--- src/rtl/cordic_sched_pkg.sv ---
// Shared types and constants for the CORDIC request scheduler.
// Angles are signed degrees with 16 fractional bits.
package cordic_sched_pkg;

    localparam int ANG_W = 32;

    localparam logic signed [ANG_W-1:0] ANG_90  = 32'sd5898240;
    // 180.0 degrees = 11796480
    localparam logic signed [ANG_W-1:0] ANG_MAX = ANG_90 + ANG_90;

    typedef enum logic [1:0] {
        IDLE,
        ISSUE,
        WAIT,
        RESP
    } state_e;

    function automatic logic angle_in_range(input logic signed [ANG_W-1:0] ang);
        return (ang <= ANG_MAX) && (ang >= -ANG_MAX);
    endfunction

endpackage

--- src/rtl/cordic_rr_arb.sv ---
// Two-way round-robin grant; the pointer names the requester that wins a tie
// and flips to the other requester after every accepted transfer.
module cordic_rr_arb
    import cordic_sched_pkg::*;
(
    input  logic       clk,
    input  logic       rst,
    input  logic [1:0] req,
    input  logic       accept,
    output logic [1:0] grant,
    output logic       gnt_id
);

    logic ptr_q, ptr_d;

    always_comb begin
        gnt_id = (req == 2'b11) ? ptr_q : req[1];
        grant  = 2'b00;
        if (req != 2'b00) begin
            grant = gnt_id ? 2'b10 : 2'b01;
        end
        ptr_d = accept ? ~gnt_id : ptr_q;
    end

    always_ff @(posedge clk) begin
        if (rst) begin
            ptr_q <= 1'b0;
        end else begin
            ptr_q <= ptr_d;
        end
    end

endmodule

--- src/rtl/cordic_sched.sv ---
// Shares one external CORDIC core between two requesters, one request at a
// time: arbitrate, issue, wait a fixed latency, then hold the response.
module cordic_sched
    import cordic_sched_pkg::*;
#(
    parameter int XY_SIZE  = 16,
    parameter int WAIT_CYC = 2
) (
    input  logic                   clk,
    input  logic                   rst,
    input  logic [1:0]             req_valid,
    output logic [1:0]             req_ready,
    input  logic [2*ANG_W-1:0]     req_angle,
    input  logic [2*XY_SIZE-1:0]   req_x,
    input  logic [2*XY_SIZE-1:0]   req_y,
    output logic [ANG_W-1:0]       core_angle,
    output logic [XY_SIZE-1:0]     core_xin,
    output logic [XY_SIZE-1:0]     core_yin,
    input  logic [XY_SIZE:0]       core_xout,
    input  logic [XY_SIZE:0]       core_yout,
    output logic                   rsp_valid,
    input  logic                   rsp_ready,
    output logic                   rsp_id,
    output logic [XY_SIZE:0]       rsp_x,
    output logic [XY_SIZE:0]       rsp_y,
    output logic                   rsp_err
);

    localparam logic [3:0] CNT_LAST = 4'(WAIT_CYC - 1);

    state_e             state_q, state_d;
    logic [ANG_W-1:0]   angle_q, angle_d;
    logic [XY_SIZE-1:0] x_q, x_d, y_q, y_d;
    logic               id_q, id_d;
    logic [3:0]         cnt_q, cnt_d;
    logic [XY_SIZE:0]   rsp_x_q, rsp_x_d, rsp_y_q, rsp_y_d;
    logic               rsp_err_q, rsp_err_d;

    logic [1:0] grant;
    logic       gnt_id;
    logic       accept;
    logic       issuing;

    assign accept = (state_q == IDLE) && (req_valid != 2'b00);

    cordic_rr_arb u_arb (
        .clk    (clk),
        .rst    (rst),
        .req    (req_valid),
        .accept (accept),
        .grant  (grant),
        .gnt_id (gnt_id)
    );

    always_comb begin
        state_d   = state_q;
        angle_d   = angle_q;
        x_d       = x_q;
        y_d       = y_q;
        id_d      = id_q;
        cnt_d     = cnt_q;
        rsp_x_d   = rsp_x_q;
        rsp_y_d   = rsp_y_q;
        rsp_err_d = rsp_err_q;
        case (state_q)
            IDLE: begin
                if (accept) begin
                    angle_d = gnt_id ? req_angle[2*ANG_W-1:ANG_W] : req_angle[ANG_W-1:0];
                    x_d     = gnt_id ? req_x[2*XY_SIZE-1:XY_SIZE] : req_x[XY_SIZE-1:0];
                    y_d     = gnt_id ? req_y[2*XY_SIZE-1:XY_SIZE] : req_y[XY_SIZE-1:0];
                    id_d    = gnt_id;
                    state_d = ISSUE;
                end
            end
            ISSUE: begin
                cnt_d = '0;
                if (angle_in_range(angle_q)) begin
                    rsp_err_d = 1'b0;
                    state_d   = WAIT;
                end else begin
                    rsp_err_d = 1'b1;
                    rsp_x_d   = '0;
                    rsp_y_d   = '0;
                    state_d   = RESP;
                end
            end
            WAIT: begin
                if (cnt_q == CNT_LAST) begin
                    rsp_x_d = core_xout;
                    rsp_y_d = core_yout;
                    state_d = RESP;
                end else begin
                    cnt_d = cnt_q + 4'd1;
                end
            end
            RESP: begin
                if (rsp_ready) begin
                    state_d = IDLE;
                end
            end
            default: state_d = IDLE;
        endcase
    end

    always_ff @(posedge clk) begin
        if (rst) begin
            state_q   <= IDLE;
            angle_q   <= '0;
            x_q       <= '0;
            y_q       <= '0;
            id_q      <= 1'b0;
            cnt_q     <= '0;
            rsp_x_q   <= '0;
            rsp_y_q   <= '0;
            rsp_err_q <= 1'b0;
        end else begin
            state_q   <= state_d;
            angle_q   <= angle_d;
            x_q       <= x_d;
            y_q       <= y_d;
            id_q      <= id_d;
            cnt_q     <= cnt_d;
            rsp_x_q   <= rsp_x_d;
            rsp_y_q   <= rsp_y_d;
            rsp_err_q <= rsp_err_d;
        end
    end

    // An out-of-range angle never reaches the core, so it sees zeros instead.
    assign issuing = (state_q == WAIT) || ((state_q == ISSUE) && angle_in_range(angle_q));

    assign core_angle = issuing ? angle_q : '0;
    assign core_xin   = issuing ? x_q : '0;
    assign core_yin   = issuing ? y_q : '0;

    assign req_ready = (state_q == IDLE) ? grant : 2'b00;
    assign rsp_valid = (state_q == RESP);
    assign rsp_id    = id_q;
    assign rsp_x     = rsp_x_q;
    assign rsp_y     = rsp_y_q;
    assign rsp_err   = rsp_err_q;

endmodule

--- config.mk ---
export PLATFORM = sky130hd
export DESIGN_NAME = cordic_sched
export DESIGN_NICKNAME = d
export VERILOG_FILES = /design/src/rtl/cordic_sched_pkg.sv /design/src/rtl/cordic_rr_arb.sv /design/src/rtl/cordic_sched.sv
export SDC_FILE = /design/constraint.sdc
export NUM_CORES = 1
export LEC_CHECK = 0
export BUFFER_PORTS_ARGS = -buffer_cell sky130_fd_sc_hd__buf_4
export CORE_MARGIN = 8
export CORE_UTILIZATION = 42
export DETAILED_ROUTE_END_ITERATION = 6
export GPL_ROUTABILITY_DRIVEN = 0
export PLACE_DENSITY = 0.77
export SLEW_MARGIN = 20
export SYNTH_ARGS = -nofsm -noshare
export SYNTH_HDL_FRONTEND = slang
export SYNTH_SLANG_ARGS = --single-unit
--- constraint.sdc ---
create_clock -name clk -period 2.1 [get_ports clk]
set_clock_uncertainty 0.2 [all_clocks]
set_input_delay 0 -clock clk [delete_from_list [all_inputs] [get_ports clk]]
set_output_delay 0 -clock clk [all_outputs]
set_load 0.02 [all_outputs]
==> metrics.yaml <==
synthesis:
  synth_seq_cells: 107
  synth-async-reset-ratio_pct: 0
  fraction_of_the_mapped_netlist_area_in_simple_logic_gates_pct: 17.2
  postSynthNetCount: 766
  synthesis.area_per_instance_um2: 9.05
  synth_enable_flop_cells: 0
  yosys.cell_types.count: 39
  synth_top_family_by_area: "compound AO/OA/AOI/OAI gates"
  synth_warnings: 0
  yosysSeqAreaShare_pct: 39.9
  synthCells: 593
  dominant_synthesized_flop_cell: "sky130_fd_sc_hd__dfxtp_1"
  synth_fa_ha_area_share_pct: 1.40
  syn_area_um2: 5370
  synth-compound-area-share_pct: 23.2
  synth_xor_xnor_area_share_pct: 0.163
  post_synth_mux_area_share_pct: 12.5
clock_network:
  cts_tree: "done"
  clk_transition_reported_paths_ns: 0.07
  clkSinkCount: 107
  insertion_delay_ns: 0.34
  cts_h_tree_lvls: 3
  clock_path_buffers: 2
  clock_tree.root_cell: "sky130_fd_sc_hd__clkbuf_16"
  cts_buf_count: 9
critical_path:
  cp_max_fo: 42
  arrival_ns: 2.19
  worst-path-buf-inv: 3
  r2r_end: "rsp_y[15]"
  critical_path.top_delay_family: "buffers and inverters"
  worstSetupStartpointType: "flop"
  worst_setup_path_end_kind: "output port"
  critical_path_required_ns: 1.90
  regToRegStartpoint: "angle_q[0]"
  crit_top_cell: "sky130_fd_sc_hd__buf_4"
  ff2ff_path_depth: 9
  timing_worst_setup_path_type: "flop to output port"
  regToRegSetupSlack_ns: -0.13
  worstPathCellList: "nor4_2, buf_4, nand4_1, o21ai_2, o21ai_4, buf_12, a21boi_1, buf_4"
  crit_path_max_incr_delay_ns: 0.33
  crit_slowest_cell: "sky130_fd_sc_hd__dfxtp_2"
timing:
  hold_viol_final: 0
  finalSetupViolCount: 98
  finalCritPeriodShare_pct: 114
  transition_time_of_the_tightest_slew_check_pin_ns: 0.629
  fmax_ghz: 0.418
  slew_headroom_pct: 58.0
  setup_slack_ns: -0.291
  slew_violations: 0
  setup_repair_after_global_routing_missed_its_margin: "true"
  final_period_minus_worst_setup_slack_ns: 2.39
run_status:
  status: "finished with violations"
  violations: "setup timing"
floorplanning:
  row_count: 41
  placeableCoreArea_um2: 12600
  die_h_um: 129
  chipWidth_um: 129
  fp.dieArea_um2: 16700
  num_io_pins: 270
  initial_core_util_pct: 42.7
drt:
  drt-pass1-iter-count: 6
  vias: 6719
  route.antenna.remaining_nets: 0
  vias_per_cell: 5.58
  drt-total-wl_mm: 25.1
  number_of_remaining_drc_errors: 0
  post_drt_wl_per_cell_um: 20.8
  drt_iter0_drc: 414
power:
  total_leakage_power_nw: 4.50
  fin_total_pwr_mw: 10.1
  power.ir.vdd_worst_v: 0.000633
  power.density_cell_area_nw_per_um2: 998
layout:
  final_cell_count_no_fill: 1205
  most-common-layout-cells: "sky130_fd_sc_hd__buf_4, sky130_fd_sc_hd__dlygate4sd3_1, sky130_fd_sc_hd__dfxtp_1"
  layout-drive-gt1-share_pct: 37.7
  number_of_fill_cells: 676
  mostFrequentLayoutCell: "sky130_fd_sc_hd__buf_4"
  final_nets: 1196
  flow.area_growth_from_synthesis_pct: 89.4
placed_design:
  io_buffers: 269
  numPlacedInstances: 1008
  detailed_place_hpwl_mm: 13.6
worst_hold_path:
  hold_end: "x_q[1]"
  worstHoldPathType: "primary input to flop"
  min_from: "req_x[1]"
  min_delay_path_depth: 3
job:
  cap_viol_max_count: 0
global_routing:
  wire_length_of_the_first_global_routing_pass_mm: 36.3
  gr-total-overflow: 0
  grt_util_overall_pct: 27.3
  grt_start_max_net_pins: 81
  grt_antenna_before_repair: 2
  first_global_vias: 6921
-- what timing repair did --
| item | 4_1_cts | 5_1_grt |
|---|---|---|
| hold endpoints to repair | 100 | 3 |
| pin swaps | 3 | 4 |
| gates resized for setup | 79 | 64 |
| setup buffers | 4 | 5 |
| gates cloned | 3 | 3 |
| endpoints found under the setup margin | 98 | 120 |
| hold buffers | 163 | 3 |
-- synth_stat cells, drive strengths merged, types with 5 or more instances --
| cell type | instances | area [um2] |
|---|---|---|
| dfxtp | 107 | 2140 |
| mux2i | 67 | 671 |
| a21boi | 64 | 480 |
| clkbuf | 46 | 173 |
| nor2 | 41 | 154 |
| a21oi | 38 | 194 |
| nand2 | 38 | 143 |
| nand2b | 35 | 219 |
| nand3b | 34 | 255 |
| a211oi | 32 | 240 |
| a22oi | 32 | 240 |
| buf | 10 | 101 |
| inv | 7 | 26.3 |
| ha | 6 | 75.1 |
| nor4 | 6 | 37.5 |
| nand4 | 5 | 31.3 |
| o21ai | 5 | 32.5 |
-- state kept, by name, indices dropped and copies added (netlist names) --
signal,flops
x_q,16
state_q,2
rsp_id,1
rsp_y,17
rsp_err,1
cnt_q,4
y_q,16
angle_q,32
u_arb.ptr_q,1
rsp_x,17
-- tightest hold or removal path, cell delays in order --
cell and delay, ns:
sky130_fd_sc_hd__buf_4 0.08, sky130_fd_sc_hd__mux2i_1 0.12, sky130_fd_sc_hd__a211oi_2 0.30
-- worst max path at each step --
| stage | cells past startpoint | to | start | slack, ns |
|---|---|---|---|---|
| floorplan | 10 | rsp_x[0] | state_q[0] | 0.03 |
| global placement | 7 | core_yin[10] | angle_q[11] | -0.28 |
| detailed placement | 6 | rsp_y[11] | angle_q[11] | -0.23 |
| CTS | 8 | core_xin[5] | angle_q[3] | -0.26 |
| global route | 8 | core_yin[13] | angle_q[0] | -0.42 |
| finish | 8 | core_yin[13] | angle_q[0] | -0.29 |
-- cell type report --
cell class,instances,area (um2),share of cell area (%)
antenna,6,15.0,0.148
clock buffer,13,250,2.46
clock inverter,2,60.1,0.591
inverter,7,26.3,0.258
multi-input combinational,423,3200,31.4
sequential,107,2150,21.1
tap,172,215,2.12
timing repair buffer,475,4250,41.8
-- metal layers --
layer  up-vias  wire (um)  track usage, %
li1       2993          -               -
met1      3219       9360            30.1
met2       427      12200            46.5
met3        80       2450            8.42
met4         0       1040            14.7
met5         -          0               0
-- metrics by stage --
| step | TNS, ns | setup WS (ns) | utilization (%) | instance area [um2] | hold WS [ns] |
|---|---|---|---|---|---|
| after floorplan | 0 | 0.0287 | - | 5370 | -0.0370 |
| after global placement | -12.68 | -0.279 | 61.0 | 7660 | 0.0821 |
| after detailed placement | -12.58 | -0.234 | 61.0 | 7660 | 0.0926 |
| after CTS | -18.35 | -0.263 | 78.4 | 9850 | 0.0411 |
| after global routing | -29.27 | -0.423 | 80.8 | 10200 | 0.00434 |
| final | -16.93 | -0.291 | 80.9 | 10200 | 0.0186 |
-- cell families (layout without fill, tap and decap cells) --
family                     after synthesis  count (layout)
xor gates and xnor gates                 1               1
and+or+nand+nor                        171             171
buffers and inverters                   63             497
adders and majority gates                6               6
AOI/OAI and AO/OA                      178             178
muxes                                   67              67
other                                    0               6
DFF                                    107             107
-- report_power, final --
| group | internal [mW] | leakage, nW | switching [mW] |
|---|---|---|---|
| registers | 2.48 | 0.879 | 0.353 |
| clock network | 1.08 | 0.150 | 0.744 |
| logic | 2.68 | 3.47 | 2.82 |
| total | 6.23 | 4.50 | 3.92 |
No activity file was read; power rests on OpenSTA's default activity.
